### config.mk
export PLATFORM = sky130hd
export DESIGN_NAME = sync_fifo_param
export DESIGN_NICKNAME = d
export VERILOG_FILES = /design/src/rtl/sync_fifo_pkg.sv /design/src/rtl/sync_fifo_ram.sv /design/src/rtl/sync_fifo_param.sv
export SDC_FILE = /design/constraint.sdc
export NUM_CORES = 1
export LEC_CHECK = 0
export CORE_ASPECT_RATIO = 0.7
export CORE_MARGIN = 2
export CORE_UTILIZATION = 30
export CTS_CLUSTER_DIAMETER = 50
export DETAILED_ROUTE_END_ITERATION = 8
export SYNTH_ARGS = -nofsm -noshare
export SYNTH_HDL_FRONTEND = slang
export SYNTH_HIERARCHICAL = 1
export SYNTH_SLANG_ARGS = --single-unit
### constraint.sdc
create_clock -name clk -period 4.3 [get_ports clk]
set_clock_uncertainty 0.15 [all_clocks]
set_input_delay 0.86 -clock clk [delete_from_list [all_inputs] [get_ports clk]]
set_output_delay 0.86 -clock clk [all_outputs]
set_load 0.005 [all_outputs]
### src/rtl/sync_fifo_pkg.sv
// Shared types and helpers for the parametrised synchronous FIFO.
package sync_fifo_pkg;

    typedef struct packed {
        logic full;
        logic empty;
        logic almost_full;
        logic almost_empty;
    } fifo_status_t;

    // Pointer width carries one extra wrap bit so full and empty are distinguishable.
    function automatic int fifo_addr_width(input int depth);
        return $clog2(depth) + 1;
    endfunction

endpackage

### src/rtl/sync_fifo_ram.sv
// FIFO storage: one synchronous write port, one asynchronous read port, not reset.
module sync_fifo_ram #(
    parameter int DATA_WIDTH = 16,
    parameter int DEPTH      = 16,
    localparam int IDX_W     = $clog2(DEPTH)
) (
    input  logic                  clk,
    input  logic                  i_we,
    input  logic [IDX_W-1:0]      i_waddr,
    input  logic [DATA_WIDTH-1:0] i_wdata,
    input  logic [IDX_W-1:0]      i_raddr,
    output logic [DATA_WIDTH-1:0] o_rdata
);

    logic [DATA_WIDTH-1:0] r_mem [DEPTH];

    always_ff @(posedge clk) begin
        if (i_we) begin
            r_mem[i_waddr] <= i_wdata;
        end
    end

    assign o_rdata = r_mem[i_raddr];

endmodule

### src/rtl/sync_fifo_param.sv
// Parametrised single-clock FIFO with standard/FWFT read modes, thresholds,
// occupancy count, synchronous flush and sticky overflow/underflow flags.
module sync_fifo_param
    import sync_fifo_pkg::*;
#(
    parameter int  DATA_WIDTH = 16,
    parameter int  DEPTH      = 16,
    parameter int  AF_THRESH  = DEPTH - 2,
    parameter int  AE_THRESH  = 2,
    parameter bit  FWFT       = 1'b0,
    localparam int ADDR_WIDTH = fifo_addr_width(DEPTH)
) (
    input  logic                  clk,
    input  logic                  rst,
    input  logic [DATA_WIDTH-1:0] fifo_data_in,
    input  logic                  fifo_write,
    input  logic                  fifo_read,
    input  logic                  fifo_clear,
    output logic [DATA_WIDTH-1:0] fifo_data_out,
    output logic                  fifo_valid,
    output logic                  fifo_full,
    output logic                  fifo_empty,
    output logic                  fifo_almost_full,
    output logic                  fifo_almost_empty,
    output logic [ADDR_WIDTH-1:0] fifo_count,
    output logic                  fifo_overflow,
    output logic                  fifo_underflow
);

    localparam int IDX_W = ADDR_WIDTH - 1;
    localparam logic [ADDR_WIDTH-1:0] AF_CNT = ADDR_WIDTH'(AF_THRESH);
    localparam logic [ADDR_WIDTH-1:0] AE_CNT = ADDR_WIDTH'(AE_THRESH);
    localparam logic [ADDR_WIDTH-1:0] ONE    = ADDR_WIDTH'(1);

    if ((AF_THRESH < 0) || (AF_THRESH > DEPTH) || (AE_THRESH < 0) || (AE_THRESH > DEPTH)) begin : g_bad_thresh
        $error("sync_fifo_param: AF_THRESH/AE_THRESH must lie in 0..DEPTH");
    end
    if ((DEPTH < 2) || ((DEPTH & (DEPTH - 1)) != 0)) begin : g_bad_depth
        $error("sync_fifo_param: DEPTH must be a power of two >= 2");
    end

    logic [ADDR_WIDTH-1:0] r_wr_ptr;
    logic [ADDR_WIDTH-1:0] r_rd_ptr;
    logic [ADDR_WIDTH-1:0] r_count;
    logic                  r_overflow;
    logic                  r_underflow;
    logic                  r_valid;
    logic [DATA_WIDTH-1:0] r_dout;

    fifo_status_t          w_st;
    logic                  w_wr_acc;
    logic                  w_rd_acc;
    logic                  w_ram_we;
    logic [DATA_WIDTH-1:0] w_rdata;

    always_comb begin
        w_st              = '0;
        w_st.full         = (r_wr_ptr[IDX_W] != r_rd_ptr[IDX_W]) &&
                            (r_wr_ptr[IDX_W-1:0] == r_rd_ptr[IDX_W-1:0]);
        w_st.empty        = (r_wr_ptr == r_rd_ptr);
        w_st.almost_full  = (r_count >= AF_CNT);
        w_st.almost_empty = (r_count <= AE_CNT);
    end

    assign w_wr_acc = fifo_write && !w_st.full;
    assign w_rd_acc = fifo_read && !w_st.empty;
    // Storage must not see writes that rst/clear are dropping this cycle.
    assign w_ram_we = w_wr_acc && !rst && !fifo_clear;

    sync_fifo_ram #(
        .DATA_WIDTH (DATA_WIDTH),
        .DEPTH      (DEPTH)
    ) u_ram (
        .clk     (clk),
        .i_we    (w_ram_we),
        .i_waddr (r_wr_ptr[IDX_W-1:0]),
        .i_wdata (fifo_data_in),
        .i_raddr (r_rd_ptr[IDX_W-1:0]),
        .o_rdata (w_rdata)
    );

    always_ff @(posedge clk) begin
        if (rst) begin
            r_wr_ptr    <= '0;
            r_rd_ptr    <= '0;
            r_count     <= '0;
            r_overflow  <= 1'b0;
            r_underflow <= 1'b0;
            r_valid     <= 1'b0;
            r_dout      <= '0;
        end else if (fifo_clear) begin
            r_wr_ptr    <= '0;
            r_rd_ptr    <= '0;
            r_count     <= '0;
            r_overflow  <= 1'b0;
            r_underflow <= 1'b0;
            r_valid     <= 1'b0;
        end else begin
            if (w_wr_acc) r_wr_ptr <= r_wr_ptr + ONE;
            if (w_rd_acc) r_rd_ptr <= r_rd_ptr + ONE;
            case ({w_wr_acc, w_rd_acc})
                2'b10:   r_count <= r_count + ONE;
                2'b01:   r_count <= r_count - ONE;
                default: r_count <= r_count;
            endcase
            if (fifo_write && w_st.full)  r_overflow  <= 1'b1;
            if (fifo_read  && w_st.empty) r_underflow <= 1'b1;
            r_valid <= w_rd_acc;
            if (w_rd_acc) r_dout <= w_rdata;
        end
    end

    assign fifo_data_out     = FWFT ? w_rdata : r_dout;
    assign fifo_valid        = FWFT ? !w_st.empty : r_valid;
    assign fifo_full         = w_st.full;
    assign fifo_empty        = w_st.empty;
    assign fifo_almost_full  = w_st.almost_full;
    assign fifo_almost_empty = w_st.almost_empty;
    assign fifo_count        = r_count;
    assign fifo_overflow     = r_overflow;
    assign fifo_underflow    = r_underflow;

endmodule
## Yosys cells after proc, flatten, opt, wreduce, memory -nomap -nowiden

Memory sizes are Yosys's and may differ from the RTL's. A register that Yosys moved wholly into a read port is not among the register bits.
Index checks and enable logic that the tools add are counted.

| storage, ports and cells | value |
|---|---|
| bits in registers | 18 |
| memory bits (writable) | 256 |
| word-level logic and storage cells | 36 |
| memories | 1 |

| cells by class | value |
|---|---|
| add/sub/neg operators | 4 |
| order comparisons | 2 |
| equality and inequality tests | 5 |
| muxes and demuxes | 3 |
| bitwise operators | 1 |
| reduce and logical (&&, ||, !) cells | 14 |

Memories:

| memory | words | bits a word | rd ports | clocked after memory_dff | wr ports | line | source |
|---|---|---|---|---|---|---|---|
| u_ram.r_mem | 16 | 16 | 1 | 1 | 1 | sync_fifo_ram.sv:15 | `logic [DATA_WIDTH-1:0] r_mem [DEPTH];` |

Operators by type and width:

| kind | number |
|---|---|
| $add A5 B1 Y5 const B | 3 |
| $pmux W5 S2 | 1 |
| $logic_and A1 B1 Y1 | 7 |
| $eq A5 B5 Y1 | 1 |
| $ge A5 B4 Y1 const B | 1 |
| $le A5 B2 Y1 const B | 1 |
| $sub A5 B1 Y5 const B | 1 |
| $eq A4 B4 Y1 | 1 |
| $logic_not A1 Y1 | 4 |
| $eq A2 B1 Y1 const B | 1 |
| $eq A2 B2 Y1 const B | 1 |
| $mux W1 | 2 |
| $reduce_and A2 Y1 | 1 |
| $reduce_bool A2 Y1 | 1 |
| $reduce_or A2 Y1 | 1 |
| $ne A1 B1 Y1 | 1 |
| $not A1 Y1 | 1 |

## Depth between registers and ports, before layout

| logic depth | value |
|---|---|
| word-level depth | 8 |
| depth in mapped cells | 13 |
| mapped depth without buffers | 12 |

## By module

Netlist, hierarchy kept.

Modules (own cells, without submodules):

| module | times used | cells each | area an instance (sq um) | sequential area each (sq um) |
|---|---|---|---|---|
| sync_fifo_ram | 1 | 416 | 9,723.1 | 7,687.4 |
| sync_fifo_param | 1 | 167 | 1,586.5 | 680.7 |

## Least setup slack after synthesis

No wires, ideal clock.

| path | value |
|---|---|
| kind | input to register |
| start point | in rst |
| end point | mem u_ram.r_mem[0][0] (enable) |
| data arrival time | 3,454 ps |
| path slack | 287 ps |
| cell stages on the path | 7 |
| path through | clkbuf_8 or2_2 clkbuf_1 clkbuf_1 nor2_1 or3b_2 nor3_1 |

| between the ends | value |
|---|---|
| longest elaborated chain between the ends | 5 |

Ends and longest elaborated chain:

| element | line | source |
|---|---|---|
| from (decl) | sync_fifo_param.sv:14 | `input logic rst,` |
| $logic_not A1 Y1 | sync_fifo_param.sv:68 | `assign w_ram_we = w_wr_acc && !rst && !fifo_clear;` |
| $logic_and A1 B1 Y1 (2 in series) | sync_fifo_param.sv:68 |  |
| via w_ram_we | sync_fifo_param.sv:53 | `logic w_ram_we;` |
| $mux W1 | sync_fifo_ram.sv:18 | `if (i_we) begin` |
| $mux W1 (not written as such) | sync_fifo_ram.sv:19 | `r_mem[i_waddr] <= i_wdata;` |
| to (decl) | sync_fifo_ram.sv:15 |  |

The timed path passes the listed nets, and every way through them passes these cells.

## Worst setup path after layout

| path | value |
|---|---|
| start point | reg r_wr_ptr[0] |
| end point | reg r_count[4] (netlist: fifo_count[4]) |

| between the ends | value |
|---|---|
| longest elaborated chain between the ends | 6 |
| elaborated cells on any way between the ends | 11 |

Ends and longest elaborated chain:

| element | line | source |
|---|---|---|
| from (decl) | sync_fifo_param.sv:42 | `logic [ADDR_WIDTH-1:0] r_wr_ptr;` |
| from (signal assigned) | sync_fifo_param.sv:99 | `if (w_wr_acc) r_wr_ptr <= r_wr_ptr + ONE;` |
| $eq A4 B4 Y1 | sync_fifo_param.sv:59 | `(r_wr_ptr[IDX_W-1:0] == r_rd_ptr[IDX_W-1:0]);` |
| $logic_and A1 B1 Y1 | sync_fifo_param.sv:58 | `w_st.full = (r_wr_ptr[IDX_W] != r_rd_ptr[IDX_W]) &&` |
| $logic_not A1 Y1 | sync_fifo_param.sv:65 | `assign w_wr_acc = fifo_write && !w_st.full;` |
| $logic_and A1 B1 Y1 | sync_fifo_param.sv:65 |  |
| $eq A2 B1 Y1 / $eq A2 B2 Y1 (equally long branches) | sync_fifo_param.sv:101 | `case ({w_wr_acc, w_rd_acc})` |
| $pmux W5 S2 / $reduce_bool A2 Y1 (equally long branches) | - |  |
| to (signal assigned) | sync_fifo_param.sv:102 | `2'b10: r_count <= r_count + ONE;` |
| to (signal assigned) | sync_fifo_param.sv:103 | `2'b01: r_count <= r_count - ONE;` |
| to (signal assigned) | sync_fifo_param.sv:104 | `default: r_count <= r_count;` |
| to (decl) | sync_fifo_param.sv:44 | `logic [ADDR_WIDTH-1:0] r_count;` |

Parallel ways exist; a longest one is shown, timed or not.
A chain may end at the register's enable or synchronous reset.

==> tab_implementation.tex <==
\begin{tabular}{lr}
\hline
Metric & Value \\
\hline
\multicolumn{2}{l}{\textbf{Run status}} \\
Outcome & finished clean \\
\multicolumn{2}{l}{\textbf{Floorplanning}} \\
Standard cell core area & 0.03713 sq mm \\
Die span in x & 236.1 um \\
Row count & 59 \\
Die Height & 166.4 um \\
Starting density of the core & 30.46\% \\
Number of primary I/O pins & 49 \\
Total die area & 0.03929 sq mm \\
\multicolumn{2}{l}{\textbf{Critical path}} \\
Worst endpoint required time & 4.62 ns \\
Launching point of the worst reg2reg path & r\_wr\_ptr[0] \\
Slowest CP cell & dfxtp\_1 \\
Worst R2R End & fifo\_count[4] \\
Critical path peak fanout & 11 \\
Crit start category & flip-flop \\
Data arrival time at the worst-slack endpoint & 3.90 ns \\
Largest stage delay, worst path & 0.61 ns \\
Capturing element type of the critical path & flip-flop \\
Type of the worst setup path & flip-flop to flip-flop \\
Worst-case reg-to-reg path depth & 11 \\
Register-to-register setup slack & 0.72 ns \\
Crit-path cells & xnor2\_1 -> nand4\_1 -> o21ai\_1 -> ha\_1 -> xor2\_1 -> ha\_1 -> a211o\_1 -> a21oi\_1 -> a211oi\_1 -> or3\_1 -> a21oi\_1 \\
\multicolumn{2}{l}{\textbf{Drt}} \\
Via-per-instance ratio & 4.906 \\
Pre-antenna DRT Iters & 5 \\
DRC marker count from the first detailed-route iteration & 530 \\
Number of remaining DRC errors & 0 \\
Final Routed Wirelength & 25300 um \\
Routed via count & 5745 \\
Routed wirelength normalized by instance count & 21.60 um \\
Remaining number of nets flagged by the antenna check after routing & 0 \\
\multicolumn{2}{l}{\textbf{Placement}} \\
Number of buffer cells added on primary ports & 48 \\
Final Wtd Congestion & 0.7192 \\
HPWL after detailed placement & 15180 um \\
\multicolumn{2}{l}{\textbf{Synthesis}} \\
Top cells by area, synth & edfxtp\_1 68\%, mux4\_2 11\%, dfxtp\_1 6.0\% \\
Biggest area consumer among synthesized cells & edfxtp\_1 \\
Post-synth design cell area & 0.01131 sq mm \\
Sequential area share after synthesis & 73.99\% \\
Synth async-reset ratio & 0\% \\
Number of register bits inferred by synthesis & 290 \\
Syn nets & 610 \\
Count of mapped cells out of synthesis & 583 \\
Count of warnings emitted by yosys & 6 \\
Share of the synthesized area in the top cell type & 67.97\% \\
Top FF cell, synth & edfxtp\_1 \\
Mean cell area of the mapped netlist & 19.40 sq um \\
Number of enable-type register cells in the synthesized netlist & 256 \\
Number of distinct library cells after synthesis & 47 \\
\multicolumn{2}{l}{\textbf{Timing}} \\
Number of pins exceeding their max-slew limit in the final report & 0 \\
Setup violations, final & 0 \\
Unrepaired setup endpoints after global routing & false \\
Hold violation count in the final report & 0 \\
Fin Setup TNS & 0 ns \\
Portion of the clock cycle consumed by the worst path in the final layout & 83.16\% \\
Relative slew slack & 29.97\% \\
Clock period minus final worst setup slack & 3.576 ns \\
Maximum clock frequency & 279.6 MHz \\
Actual slew at the worst max-slew pin & 1.050 ns \\
\multicolumn{2}{l}{\textbf{GRT}} \\
Largest net degree at the start of global routing & 68 \\
Via count of the first global-routing pass & 5809 \\
Wire length of the first global-routing pass & 37880 um \\
Antenna violations before repair & 0 \\
Global Route Usage Sum & 12.85\% \\
Aggregate global routing overflow & 0 \\
\multicolumn{2}{l}{\textbf{Cells and area}} \\
Multi-input logic area & 0.002798 sq mm \\
Net total in the final layout & 690 \\
Fillcell total & 3410 \\
Share of layout cells above drive strength 1 & 21.96\% \\
Storage element area & 0.008373 sq mm \\
Number of antenna diodes & 0 \\
Relative area change from synthesis to final layout & 18.78\% \\
Most frequent cells in the layout & 256 x edfxtp\_1, 54 x mux4\_2, 48 x clkdlybuf4s50\_1, 33 x a22oi\_1 \\
Most common cell after layout, fill and taps aside & edfxtp\_1 \\
\multicolumn{2}{l}{\textbf{CTS}} \\
Root cell of the clock tree & clkbuf\_16 \\
CTS tree & built \\
Number of buffers inserted by post-CTS setup repair & 0 \\
Number of buffers inserted during clock tree synthesis & 28 \\
Number of clock sinks & 290 \\
H-tree Lvls & 1 \\
Number of gates resized after cts & 0 \\
Clk Latency, worst-skew pair & 0.55 ns \\
Clock tree buffer depth & 3 \\
Reg clk slew, reported paths & 0.06 ns \\
Hold Buf Count CTS & 0 \\
\multicolumn{2}{l}{\textbf{Pwr}} \\
Maximum vdd ir drop & 0.0003191 V \\
Power density of the placed cells & 426.3 mW/mm\^{}2 \\
Total power after layout & 5.727 mW \\
Leakage power figure & 4.190 nW \\
\multicolumn{2}{l}{\textbf{Min path}} \\
HP Class & flip-flop to flip-flop \\
Worst hold path stage count & 2 \\
End point of the most critical hold path & fifo\_underflow \\
Hold path startpoint & fifo\_underflow \\
\multicolumn{2}{l}{\textbf{Job}} \\
Maximum Capacitance Violations & 0 \\
\hline
\end{tabular}
## cell type report
cell class                      count  share of cell area [%]
Clock buffer                       34                   5.542
Sequential cell                   290                   62.33
Inverter                            1                 0.02794
Multi-Input combinational cell    262                   20.83
Tap cell                          488                   4.545
Clock inverter                     16                   1.369
Timing Repair Buffer               80                   5.365
## power by group
group | total [mW] | leakage, nW | switching (mW) | internal, mW
Sequential | 3.08 | 2.58 | 0.00860 | 3.07
Clock | 2.49 | 0.452 | 1.02 | 1.47
Combinational | 0.160 | 1.16 | 0.0926 | 0.0673
Total | 5.73 | 4.19 | 1.12 | 4.61
## metal layers
metal | track usage [%] | routed length, um | vias to the layer above | part of all wire, %
met5 | 0 | 0 | - | 0
li1 | - | - | 2538 | -
met4 | 2.852 | 502 | 0 | 2.0
met1 | 18.84 | 12210 | 2998 | 48
met3 | 3.448 | 1501 | 43 | 5.9
met2 | 19.11 | 11090 | 166 | 44
## stage by stage
| step | cells | area (sq um) | util (%) | hold slack, ns | setup slack, ns |
|---|---|---|---|---|---|
| after global placement | 1121 | 12510 | 33.68 | 0.3024 | 0.6839 |
| after global routing | 1171 | 13430 | 36.18 | 0.3663 | 0.4224 |
| final | 1171 | 13430 | 36.18 | 0.3370 | 0.7239 |
| after CTS | 1171 | 13430 | 36.18 | 0.3380 | 0.7406 |
| after detailed placement | 1121 | 12510 | 33.68 | 0.3148 | 0.6806 |
| after floorplan | 583 | 11310 | - | 0.3104 | 0.2868 |
## cell usage after synthesis (2+ instances only)
| cell type | number |
|---|---|
| o22ai_1 | 2 |
| buf_1 | 3 |
| edfxtp_1 | 256 |
| nand3b_1 | 2 |
| buf_2 | 3 |
| buf_6 | 4 |
| xor2_1 | 9 |
| nand2_1 | 20 |
| nand3_1 | 6 |
| mux4_1 | 10 |
| nor3_1 | 5 |
| dfxtp_1 | 34 |
| xnor2_1 | 7 |
| or3_1 | 3 |
| ha_1 | 6 |
| nor2b_1 | 3 |
| o21ai_0 | 6 |
| nand2b_1 | 4 |
| buf_4 | 3 |
| nand4_1 | 3 |
| o211ai_1 | 3 |
| a22oi_1 | 33 |
| clkbuf_1 | 14 |
| mux4_2 | 54 |
| nor2_1 | 44 |
| mux2i_1 | 17 |
| a21oi_1 | 9 |
## cells by family after synthesis
logic type / Yosys count / synth area share [%]
AO/OA/AOI/OAI: 61 / 3.795
buffers and inverters: 31 / 1.715
adder cells (fa/ha/maj): 6 / 0.6638
XOR/XNOR: 16 / 1.239
multiplexers: 81 / 14.58
AND/OR/NAND/NOR: 98 / 4.016
flip-flops: 290 / 73.99
## registers in the layout (all words and copies together) (netlist names)
signal	flops
fifo_overflow	1
fifo_data_out	16
fifo_underflow	1
r_rd_ptr	5
fifo_count	5
u_ram/r_mem	256
r_wr_ptr	5
fifo_valid	1
## critical path, delay by kind of cell, from the launching register on
kind / cells / cell delay [ns]
DFF: 1 / 0.61
AOI/OAI and AO/OA: 5 / 1.14
xor gates and xnor gates: 2 / 0.31
adders and majority gates: 2 / 0.68
and+or+nand+nor: 2 / 0.61
## worst max-delay path by stage
| stage | from | to | slack [ns] | cells after the start |
|---|---|---|---|---|
| after floorplan | rst | u_ram/r_mem[0][0] | 0.29 | 7 |
| after global placement | fifo_write | fifo_count[4] | 0.68 | 10 |
| after detailed placement | fifo_write | fifo_count[4] | 0.68 | 10 |
| after CTS | r_wr_ptr[0] | fifo_count[4] | 0.74 | 11 |
| after global routing | r_wr_ptr[0] | fifo_count[4] | 0.42 | 11 |
| final | r_wr_ptr[0] | fifo_count[4] | 0.72 | 11 |
(Power assumes the default switching activity.)
